File: src/rtl/rsc_encoder_param_if.sv
// Control and stream bundle for rsc_encoder_param.
// With RSC_PARITY_COUNT_EN defined the bundle also carries parity_ones.
interface rsc_encoder_param_if #(
  parameter int KW = 13
);
  logic          start;
  logic [KW-1:0] k_len;
  logic          ck;
  logic          in_valid;
  logic          xk;
  logic          zk;
  logic          out_valid;
  logic          tail;
  logic          busy;
  logic          done;
  logic          err;
  logic [2:0]    dd;
`ifdef RSC_PARITY_COUNT_EN
  logic [KW-1:0] parity_ones;

  modport master (
    output start, k_len, ck, in_valid,
    input  xk, zk, out_valid, tail, busy, done, err, dd, parity_ones
  );

  modport slave (
    input  start, k_len, ck, in_valid,
    output xk, zk, out_valid, tail, busy, done, err, dd, parity_ones
  );
`else
  modport master (
    output start, k_len, ck, in_valid,
    input  xk, zk, out_valid, tail, busy, done, err, dd
  );

  modport slave (
    input  start, k_len, ck, in_valid,
    output xk, zk, out_valid, tail, busy, done, err, dd
  );
`endif
endinterface

File: src/rtl/rsc_encoder_param.sv
// 8-state LTE constituent RSC encoder (g0=1+D^2+D^3, g1=1+D+D^3) with run-time K and auto termination.
// Optional RSC_PARITY_COUNT_EN: counts zk=1 outputs of the current block on parity_ones.
//
// state | meaning
// IDLE  | waiting for start; err pulses on an illegal k_len
// DATA  | accepting K qualified input bits
// TAIL  | emitting the 3 trellis termination bits
module rsc_encoder_param #(
  parameter int KW   = 13,
  parameter int KMIN = 40,
  parameter int KMAX = 6144
) (
  input logic               clk,
  input logic               aclr,
  rsc_encoder_param_if.slave bus
);

  typedef enum logic [1:0] {IDLE, DATA, TAIL} state_t;

  state_t        state;
  logic [KW-1:0] k_reg;
  logic [KW-1:0] bit_cnt;
  logic [KW-1:0] bit_cnt_nxt;
  logic [1:0]    tail_cnt;
  logic [2:0]    q;
  logic          xk_r, zk_r, out_valid_r, tail_r, done_r, err_r;
  logic          k_legal;
  logic          s_data, z_data, x_tail, z_tail;

  assign k_legal     = (bus.k_len >= KW'(KMIN)) && (bus.k_len <= KW'(KMAX));
  assign s_data      = bus.ck ^ q[1] ^ q[2];
  assign z_data      = s_data ^ q[0] ^ q[2];
  // Tail input is chosen so feedback is zero; the register drains to 000 in 3 shifts.
  assign x_tail      = q[1] ^ q[2];
  assign z_tail      = q[0] ^ q[2];
  assign bit_cnt_nxt = bit_cnt + 1'b1;

  always_ff @(posedge clk) begin
    if (aclr) begin
      state       <= IDLE;
      k_reg       <= '0;
      bit_cnt     <= '0;
      tail_cnt    <= '0;
      q           <= '0;
      xk_r        <= 1'b0;
      zk_r        <= 1'b0;
      out_valid_r <= 1'b0;
      tail_r      <= 1'b0;
      done_r      <= 1'b0;
      err_r       <= 1'b0;
    end else begin
      done_r <= 1'b0;
      err_r  <= 1'b0;
      case (state)
        IDLE: begin
          out_valid_r <= 1'b0;
          tail_r      <= 1'b0;
          if (bus.start) begin
            if (k_legal) begin
              state    <= DATA;
              k_reg    <= bus.k_len;
              bit_cnt  <= '0;
              tail_cnt <= '0;
              q        <= '0;
            end else begin
              err_r <= 1'b1;
            end
          end
        end
        DATA: begin
          tail_r <= 1'b0;
          if (bus.in_valid) begin
            xk_r        <= bus.ck;
            zk_r        <= z_data;
            out_valid_r <= 1'b1;
            q           <= {q[1], q[0], s_data};
            bit_cnt     <= bit_cnt_nxt;
            if (bit_cnt_nxt == k_reg) begin
              state    <= TAIL;
              tail_cnt <= '0;
            end
          end else begin
            out_valid_r <= 1'b0;
          end
        end
        TAIL: begin
          xk_r        <= x_tail;
          zk_r        <= z_tail;
          out_valid_r <= 1'b1;
          tail_r      <= 1'b1;
          q           <= {q[1], q[0], 1'b0};
          tail_cnt    <= tail_cnt + 1'b1;
          if (tail_cnt == 2'd2) begin
            done_r   <= 1'b1;
            state    <= IDLE;
            tail_cnt <= '0;
          end
        end
        default: state <= IDLE;
      endcase
    end
  end

  assign bus.xk        = xk_r;
  assign bus.zk        = zk_r;
  assign bus.out_valid = out_valid_r;
  assign bus.tail      = tail_r;
  assign bus.busy      = (state != IDLE);
  assign bus.done      = done_r;
  assign bus.err       = err_r;
  assign bus.dd        = q;

`ifdef RSC_PARITY_COUNT_EN
  logic [KW-1:0] par_cnt;

  always_ff @(posedge clk) begin
    if (aclr) begin
      par_cnt <= '0;
    end else if (state == IDLE && bus.start && k_legal) begin
      par_cnt <= '0;
    end else if ((state == DATA && bus.in_valid && z_data) || (state == TAIL && z_tail)) begin
      par_cnt <= par_cnt + 1'b1;
    end
  end

  assign bus.parity_ones = par_cnt;
`endif

endmodule

File: src/flat_wrapper.sv
// flat-port wrapper written by rule: the top's interface ports become plain ports
module rsc_encoder_param_flat 
#(
  parameter int KW   = 13,
  parameter int KMIN = 40,
  parameter int KMAX = 6144
)
  (clk, aclr, bus_start, bus_k_len, bus_ck, bus_in_valid, bus_xk, bus_zk, bus_out_valid, bus_tail, bus_busy, bus_done, bus_err, bus_dd);
  rsc_encoder_param_if #(.KW(KW)) bus_i ();
  input logic clk;
  input logic aclr;
  input wire logic [$bits(bus_i.start)-1:0] bus_start;
  input wire logic [$bits(bus_i.k_len)-1:0] bus_k_len;
  input wire logic [$bits(bus_i.ck)-1:0] bus_ck;
  input wire logic [$bits(bus_i.in_valid)-1:0] bus_in_valid;
  output wire logic [$bits(bus_i.xk)-1:0] bus_xk;
  output wire logic [$bits(bus_i.zk)-1:0] bus_zk;
  output wire logic [$bits(bus_i.out_valid)-1:0] bus_out_valid;
  output wire logic [$bits(bus_i.tail)-1:0] bus_tail;
  output wire logic [$bits(bus_i.busy)-1:0] bus_busy;
  output wire logic [$bits(bus_i.done)-1:0] bus_done;
  output wire logic [$bits(bus_i.err)-1:0] bus_err;
  output wire logic [$bits(bus_i.dd)-1:0] bus_dd;
  assign bus_i.start = bus_start;
  assign bus_i.k_len = bus_k_len;
  assign bus_i.ck = bus_ck;
  assign bus_i.in_valid = bus_in_valid;
  assign bus_xk = bus_i.xk;
  assign bus_zk = bus_i.zk;
  assign bus_out_valid = bus_i.out_valid;
  assign bus_tail = bus_i.tail;
  assign bus_busy = bus_i.busy;
  assign bus_done = bus_i.done;
  assign bus_err = bus_i.err;
  assign bus_dd = bus_i.dd;
  rsc_encoder_param #(.KW(KW), .KMIN(KMIN), .KMAX(KMAX)) u_core (.clk(clk), .aclr(aclr), .bus(bus_i));
endmodule
File: config.mk
export PLATFORM = sky130hd
export DESIGN_NAME = rsc_encoder_param_flat
export DESIGN_NICKNAME = d
export VERILOG_FILES = /design/src/rtl/rsc_encoder_param_if.sv /design/src/rtl/rsc_encoder_param.sv /design/src/flat_wrapper.sv
export SDC_FILE = /design/constraint.sdc
export NUM_CORES = 1
export LEC_CHECK = 0
export ABC_AREA = 1
export CORE_MARGIN = 5
export CORE_UTILIZATION = 50
export DETAILED_ROUTE_END_ITERATION = 6
export PLACE_DENSITY = 0.76
export SYNTH_ARGS = -nofsm -noshare
export SYNTH_HDL_FRONTEND = slang
export SYNTH_SLANG_ARGS = --single-unit
File: constraint.sdc
create_clock -name clk -period 2 [get_ports clk]
set_clock_uncertainty 0.2 [all_clocks]
set_input_delay 0.2 -clock clk [delete_from_list [all_inputs] [get_ports clk]]
set_output_delay 0.2 -clock clk [all_outputs]
set_load 0.05 [all_outputs]
[Yosys cells after proc, flatten, opt, wreduce, memory -nomap -nowiden]
Cells that the tools add are included.
Storage, ports and cells
  bits of input ports: 18
  word-level logic and storage cells: 78
  register bits after elaboration: 39
  output and inout port bits: 10
Cells by class
  multiplexer cells: 29
  bitwise logic cells: 9
  $lt $le $gt $ge: 2
  reduce and logical (&&, ||, !) cells: 16
  eq/ne operators: 9
  add/subtract/negate cells: 2
Operators by type and width (count)
  2-to-1 mux 13 bit: 3
  case mux 13 bit (2 select lines): 1
  2-to-1 mux 2 bit: 10
  adder 13 x 1 -> 13 bit, second input constant: 1
  == test 13 bit: 1
  greater-or-equal comparator 13 x 6 -> 1 bit, second input constant: 1
  <= comparator 13 bit, second input constant: 1
  case mux 2 bit (3 select lines): 2
  AND reduction 5 bit: 2
  2-to-1 mux 3 bit: 3
  case mux 3 bit (3 select lines): 1
  AND reduction 4 bit: 2
  nonzero test 2 bit: 4
  inequality test 2 x 1 -> 1 bit, second input constant: 3
  case mux 1 bit (2 select lines): 3
  XOR 1 bit: 6
  2-to-1 mux 1 bit: 5
  == test 2 bit, second input constant: 2
  inequality test 2 bit, second input constant: 2
  OR reduction 2 bit: 2
  inverter 1 bit: 3
  case mux 1 bit (3 select lines): 1
  AND reduction 3 bit: 1
  nonzero test 3 bit: 1
  other kinds (6): 6

[Logic depth before layout (Yosys ltp)]
Gate-level depths: netlist of the first run.
  depth after elaboration: 6
  mapped depth: 16

[Least setup slack after synthesis of the first run]
No wires, ideal clock.
  kind: register to register
  start point: register u_core.state[0]
  end point: register u_core.bit_cnt[6]
  setup time: 0.070 ns
  path slack: -0.081 ns
  cell stages (with the launch flop): 11
  path buffers: 1
  required time: 1.730 ns
  arrival time: 1.811 ns
  cells stage by stage: dfxtp_1 inv_1 ha_1 inv_1 o22ai_1 nor2_1 inv_1 nor2_2 buf_4 nand3_1 a21oi_1
On the way
  word-level cells in the longest chain between the ends: 3
Ends and longest elaborated chain
  start, declared: line rsc_encoder_param.sv:20  | state_t state;
  start signal, assigned: line rsc_encoder_param.sv:40  | state <= IDLE;
  start signal, assigned: line rsc_encoder_param.sv:60  | state <= DATA;
  start signal, assigned: line rsc_encoder_param.sv:79  | state <= TAIL;
  == test 2 x 1 -> 1 bit or zero test 2 bit (tied branches): line rsc_encoder_param.sv:54  | case (state)
  inequality test 2 bit (no source line) (tied with other cells)
  AND reduction 4 bit (no source line)
  end signal, assigned: line rsc_encoder_param.sv:77  | bit_cnt <= bit_cnt_nxt;
  end, declared: line rsc_encoder_param.sv:22  | logic [KW-1:0] bit_cnt;
Parallel ways exist; a longest one is shown, timed or not.
A chain may end at the register's enable or synchronous reset.

[Worst setup path in the final report of the first run]
  start point: register u_core.bit_cnt[0]
  end point: register u_core.state[0]
On the way
  word-level cells in the longest chain between the ends: 4
Ends and longest elaborated chain
  adder 13 x 1 -> 13 bit: line rsc_encoder_param.sv:36  | assign bit_cnt_nxt = bit_cnt + 1'b1;
  == test 13 bit: line rsc_encoder_param.sv:78  | if (bit_cnt_nxt == k_reg) begin
  inequality test 2 x 1 -> 1 bit (no source line)
  AND reduction 5 bit (no source line)
  end signal, assigned: line rsc_encoder_param.sv:40
  end signal, assigned: line rsc_encoder_param.sv:79
  end signal, assigned: line rsc_encoder_param.sv:95  | state <= IDLE;
Every way passes these cells.

==> results.txt, run 1 <==
Status - finished, violations left
Failing checks - negative hold slack, negative setup slack
First-pass detailed-route iteration total - 4
First-pass GRT wire length - 9460 µm
GP Congestion - 0.805
Cell family with most CP delay - simple AND/OR/NAND/NOR gates
TritonCTS buffer count - 5
Max Fclk - 482 MHz
Crit path kind - reg2reg
Clock root buffer master - clkbuf_8
Placed Cells - 427
Worst slew margin - 0.609
Multi-input gate area - 0.00132 mm²
Clock share of power - 0.159
Largest net degree at the start of global routing - 23
Vias - 2253
Least-Margin Pin Slew - 0.585 ns
Layout cells sized above 1 - 0.194
Critical Path Sink Type - flip-flop
Final hold vios - 1
Register area share after synthesis - 0.356
Max H-tree Level - 2
CTS Buffer Depth - 2
GRT Residual Overflow - 0
# IOs - 28
Number of nets in the layout - 409
Routed length per instance - 12.8 µm
Syn nets - 358
Worst path cell trace - buf_4, nand2_2, nor2_4, buf_12, nand2_1, nand2_1, nand3_1, nand2_1, nor2_1, nand2_1, nor2_1, nand3_1, nand2_2, nand2_2, nor2_1, nor2_1
EDFF count, synth - 0
PwrDens - 1120 mW/mm²
DP HPWL - 3920 µm
Die width - 76.3 µm
Worst-Skew Late Latency - 0.30 ns
Final Critical Period - 2.08 ns
Fin Setup TNS - -0.195 ns
Yosys warning total - 0
Total power - 0.00328 W
Vias per cell - 5.13
Main synth FF type - dfxtp_1
Die Area - 0.00581 mm²
Worst Hold Class - in2reg
Hold_buf cts - 0
Sw frac - 0.432
Core Region - 0.00429 mm²
Unrepaired setup endpoints after global routing - true
Fillcell total - 343
Register area - 790 µm²
Setup slack, reg-to-reg - -0.08 ns
Yosys top cell area share - 0.356
Largest cells by area after synthesis - dfxtp_1, nand2_1, nand3_1
Num rows - 24
Area leader, netlist - dfxtp_1
Die Y-Extent - 76.3 µm
Post-synthesis cell count - 335
Crit path buf inv count - 2
DRC viols - 0
Area growth syn-to-layout - 33.7%
Post-synth top cells - nand2_1, dfxtp_1, inv_1, nor2_1, nand3_1
Synth cell types - 28
Worst Setup Start Kind - flip-flop
Max-cap check violation count - 0
Total track usage - 0.191
Arr. time, crit path - 2.07 ns
CTS tree - yes
Combinational share of power - 0.526
CP Max Fanout - 11
Most frequent cell after synthesis - nand2_1
Async set-reset flop share out of synthesis - 0
Initial detailed-routing violation count - 185
Int Pwr - 0.00187 W
WL final - 5620 µm
# port buffers - 27
Worst path setup slack after routing - -0.0752 ns
Final Slew Violations - 0
CTS sink cnt - 39
Mapped Area - 0.00219 mm²
Final Util - 0.683
Initial core utilization - 0.511
Leakage - 1.19 nW
Final antenna-violating net count - 0
Initial antenna violation count - 0
Critical path's slowest cell - dfxtp_4
Max incr delay on CP - 0.37 ns
Vias in the first global route - 2153
Clock-pin slew on the worst setup and hold paths - 0.08 ns
Endpoints failing setup - 3
Worst Path Required - 1.99 ns
ANT cells - 0
Part of the cycle the worst path needs - 1.04
Max IR drop VDD - 0.000883 V
Avg Cell Area, Syn - 6.55 µm²
Place WS - -0.252 ns
Part of the power in registers - 0.316
Non-Filler Instances - 439
Synthesized flop and latch total - 39
Psw - 0.00142 W
Hold_ws - -0.0102 ns
==> metal layers <==
metal / part of all wire / GRT usage / vias to the layer above
met2: 0.46 / 0.304 / 61
met4: 0.018 / 0.0787 / 0
met3: 0.057 / 0.0355 / 14
li1: - / - / 1186
met5: 0 / 0 / -
met1: 0.47 / 0.252 / 992
==> power groups by stage <==
| stage | combinational, W | clock (W) | sequential (W) |
|---|---|---|---|
| after floorplan | 0.000870 | 0 | 0.00116 |
| after global placement | 0.00150 | 0 | 0.00103 |
| after detailed placement | 0.00153 | 0 | 0.00104 |
| after CTS | 0.00155 | 0.000527 | 0.00103 |
| after global routing | 0.00190 | 0.000569 | 0.00106 |
| final | 0.00173 | 0.000521 | 0.00104 |
==> through the flow <==
stage / hold slack [ns] / cell area, µm²
floorplan: 0.135 / 2200
global placement: 0.235 / 2690
detailed placement: 0.238 / 2690
CTS: 0.249 / 2810
global route: 0.0237 / 2930
finish: -0.0102 / 2930
==> kinds of logic after synthesis <==
family	count (synthesis)	synth area share
and+or+nand+nor	181	0.368
AOI/OAI and AO/OA	55	0.129
buffers and inverters	47	0.0867
DFF	39	0.356
xor gates and xnor gates	8	0.0319
adders and majority gates	5	0.0285
==> timing repair <==
item                                    CTS  global route
pin swaps                                 1            11
setup buffers                             0             2
cloned                                    0             2
endpoints found under the setup margin    5            22
resized for setup                        13            27
==> area by class of cell <==
cell class | instances | share of cell area
Multi-Input combinational cell | 249 | 0.451
Clock buffer | 7 | 0.0260
Sequential cell | 39 | 0.269
Timing Repair Buffer | 53 | 0.180
Tap cell | 52 | 0.0222
Inverter | 38 | 0.0499
Clock inverter | 1 | 0.00171
==> worst reg2reg max path: stages (launching register included) <==
cell and delay [ns]:
dfxtp_4 0.37, buf_4 0.14, nand2_2 0.08, nor2_4 0.04, buf_12 0.13, nand2_1 0.08
nand2_1 0.09, nand3_1 0.09, nand2_1 0.06, nor2_1 0.08, nand2_1 0.06, nor2_1 0.10
nand3_1 0.10, nand2_2 0.10, nand2_2 0.09, nor2_1 0.12, nor2_1 0.05
==> worst paths after layout <==
path | to | cells past startpoint | start
worst min register to register | u_core.bus.done$_SDFF_PP0_ | 1 | u_core.tail_cnt[0]$_SDFFE_PP0P_
worst max-delay path | u_core.state[0]$_SDFFE_PP0P_ | 16 | u_core.bit_cnt[0]$_SDFFE_PP0P_
worst max register to register | u_core.state[0]$_SDFFE_PP0P_ | 16 | u_core.bit_cnt[0]$_SDFFE_PP0P_
worst min-delay path | u_core.k_reg[0]$_SDFFE_PP0P_ | 3 | bus_k_len[0]
==> placed cells by master, fill, tap and decap left out, types with 3 or more instances in the layout <==
master	netlist	layout
nand3_1	32	28
dfxtp_2	0	4
nor2_1	37	34
clkdlybuf4s50_1	0	22
nand2_2	5	8
a21oi_1	28	27
inv_2	1	4
nor2_4	3	6
o21ai_0	22	21
clkbuf_8	0	5
nor3_1	6	6
dlymetal6s2s_1	0	4
nand3_2	3	6
inv_1	37	33
buf_12	0	3
xnor2_1	3	3
nand4_1	5	5
nand2_1	84	80
buf_4	1	23
nor2_2	4	4
dfxtp_1	39	34
xor2_1	5	5
No activity file was read; power rests on OpenSTA's default activity.
==> run 2, diff against run 1 <==
--- a/config.mk
+++ b/config.mk
@@ -8,6 +8,7 @@
 export ABC_AREA = 1
 export CORE_MARGIN = 5
 export CORE_UTILIZATION = 50
+export CTS_CLUSTER_DIAMETER = 80
 export DETAILED_ROUTE_END_ITERATION = 6
 export PLACE_DENSITY = 0.76
 export SYNTH_ARGS = -nofsm -noshare
==> results of run 2 <==
The final DEF is identical to that of run 1; final timing and power are the same.
==> run 3, diff against run 2 <==
--- a/config.mk
+++ b/config.mk
@@ -7,10 +7,11 @@
 export LEC_CHECK = 0
 export ABC_AREA = 1
 export CORE_MARGIN = 5
-export CORE_UTILIZATION = 50
+export CORE_UTILIZATION = 55
 export CTS_CLUSTER_DIAMETER = 80
 export DETAILED_ROUTE_END_ITERATION = 6
-export PLACE_DENSITY = 0.76
+export GPL_ROUTABILITY_DRIVEN = 1
+export PLACE_DENSITY = 0.79
 export SYNTH_ARGS = -nofsm -noshare
 export SYNTH_HDL_FRONTEND = slang
 export SYNTH_SLANG_ARGS = --single-unit
==> constraint.sdc (replaced) <==
create_clock -name clk -period 2.6 [get_ports clk]
set_clock_uncertainty 0.2 [all_clocks]
set_input_delay 0.26 -clock clk [delete_from_list [all_inputs] [get_ports clk]]
set_output_delay 0.26 -clock clk [all_outputs]
set_load 0.05 [all_outputs]
==> run 3 against run 2 <==
Against the previous run: the run now ends clean; final cell count down 5.2%; register-to-register slack better by 0.38 ns; combinational power down 37%; clock power is essentially flat; critical path type is now reg2out; highest routed layer unchanged.
==> results.txt, run 3 (same netlist as run 1, synthesis figures left out) <==
CTS tree - yes (unchanged)
Commonest non-fill, non-tap cell in the layout - nand2_1 (unchanged)
Critical Path Sink Type - output pin (was flip-flop)
TritonCTS buffer count - 5 (unchanged)
First-pass GRT wire length - 9040 µm (was 9460 µm)
Vias per cell - 5.36 (was 5.13)
Worst-Skew Late Latency - 0.29 ns (was 0.30 ns)
Post-CTS setup repair buffer count - 0 (unchanged)
CTS sink cnt - 39 (unchanged)
Die Y-Extent - 73.2 µm (was 76.3 µm)
Routed length per instance - 12.6 µm (was 12.8 µm)
Worst Setup Start Kind - flip-flop (unchanged)
Max-cap check violation count - 0 (unchanged)
Number of nets in the layout - 388 (was 409)
Vias - 2231 (was 2253)
WL final - 5250 µm (was 5620 µm)
Area growth syn-to-layout - 20.6% (was 33.7%)
Worst Hold Depth - 1 (was 3)
Worst Hold Class - reg2reg (was in2reg)
Max IR drop VDD - 0.000852 V (was 0.000883 V)
Clock-pin slew on the worst setup and hold paths - 0.08 ns (about the same)
Non-Filler Instances - 416 (was 439)
Arr. time, crit path - 1.91 ns (was 2.07 ns)
Die width - 73.2 µm (was 76.3 µm)
Max H-tree Level - 2 (unchanged)
Endpoints failing setup - 0 (was 3)
Clock root buffer master - clkbuf_8 (unchanged)
Final Util - 0.672 (was 0.683)
Core Region - 0.00394 mm² (was 0.00429 mm²)
CTS Buffer Depth - 2 (unchanged)
Initial core utilization - 0.557 (was 0.511)
ANT cells - 0 (unchanged)
PwrDens - 907 mW/mm² (was 1120 mW/mm²)
First-pass detailed-route iteration total - 4 (unchanged)
Final Critical Period - 2.37 ns
Worst slew margin - 0.638 (was 0.609)
Crit path kind - reg2out (was reg2reg)
DP HPWL - 3870 µm (was 3920 µm)
Max Fclk - 422 MHz
Final Slew Violations - 0 (unchanged)
Most frequent cells in the layout - nand2_1, dfxtp_1, inv_1, nor2_1, nand3_1 (was nand2_1, nor2_1, dfxtp_1)
# IOs - 28 (unchanged)
Layout cells sized above 1 - 0.0820 (was 0.194)
Placed Cells - 408 (was 427)
Worst Path Required - 2.14 ns (was 1.99 ns)
Num rows - 23 (was 24)
Fin Setup TNS - 0 ns (was -0.195 ns)
Largest net degree at the start of global routing - 23 (unchanged)
Part of the cycle the worst path needs - 0.912
Hold_buf cts - 0 (unchanged)
GRT Residual Overflow - 0 (unchanged)
Final hold vios - 0 (was 1)
Fillcell total - 337 (was 343)
# port buffers - 27 (unchanged)
GP Congestion - 0.839 (was 0.805)
CP Max Fanout - 4 (was 11)
CTS-repair resized insts - 0 (was 13)
Total power - 0.00240 W (was 0.00328 W)
Status - finished clean (was finished, violations left)
Unrepaired setup endpoints after global routing - false (was true)
Final antenna-violating net count - 0 (unchanged)
FF-to-FF path depth - 14 (was 16)
Least-Margin Pin Slew - 0.543 ns (was 0.585 ns)
Leakage - 1.04 nW (was 1.19 nW)
Die Area - 0.00535 mm² (was 0.00581 mm²)
Initial antenna violation count - 0 (unchanged)
Total track usage - 0.218 (was 0.191)
Initial detailed-routing violation count - 116 (was 185)
DRC viols - 0 (unchanged)
Vias in the first global route - 2031 (was 2153)
Hold_ws - 0.250 ns (was -0.0102 ns)
run 3: changes by cell type in the layout (fill, tap and decap cells not counted), sizes merged:
cell / delta
buf: -21
clkdlybuf4s50: +5
dlymetal6s2s: -4
clkbuf: -2
bufinv: +1
clkinvlp: -1
inv: +1
run 3: path summary, 6_finish.rpt:
path	end	slack, ns	start
min	u_core.bus.done$_SDFF_PP0_	0.25	u_core.tail_cnt[0]$_SDFFE_PP0P_
max reg2reg	u_core.tail_cnt[1]$_SDFFE_PP0P_	0.30	u_core.bit_cnt[0]$_SDFFE_PP0P_
min reg2reg	u_core.bus.done$_SDFF_PP0_	0.25	u_core.tail_cnt[0]$_SDFFE_PP0P_
max	bus_busy	0.23	u_core.state[0]$_SDFFE_PP0P_
run 3: area by class of cell:
| type | instances | area [µm²] | area share |
|---|---|---|---|
| Timing Repair Buffer | 32 | 320 | 0.121 |
| Clock inverter | 2 | 35.0 | 0.0132 |
| Tap cell | 50 | 62.6 | 0.0236 |
| Sequential cell | 39 | 781 | 0.295 |
| Inverter | 38 | 143 | 0.0539 |
| Clock buffer | 6 | 82.6 | 0.0312 |
| Multi-Input combinational cell | 249 | 1220 | 0.462 |
run 3: metal layers:
layer | global-route usage | up-vias | wire length, µm
met5 | 0 | - | 0
met4 | 0.0697 | 0 | 59
met3 | 0.0579 | 6 | 341
met2 | 0.338 | 57 | 2370
met1 | 0.295 | 1025 | 2480
li1 | - | 1143 | -
run 3: power by group:
group	switching, W	leakage [nW]	internal, W	total [W]
clock	0.000213	0.0612	0.000311	0.000523
sequential	0.0000772	0.318	0.000711	0.000789
combinational	0.000711	0.664	0.000378	0.00109
total	0.00100	1.04	0.00140	0.00240
run 3: critical path: stages (launching register included):
cell	delay, ns
dfxtp_1	0.36
inv_1	0.09
ha_1	0.25
inv_1	0.10
clkdlybuf4s50_1	0.81
run 3: stage by stage:
stage | area, µm² | worst slack (ns)
finish | 2650 | 0.228
global route | 2650 | 0.0831
CTS | 2650 | 0.223
detailed placement | 2530 | 0.309
global placement | 2530 | 0.356
floorplan | 2190 | 0.519
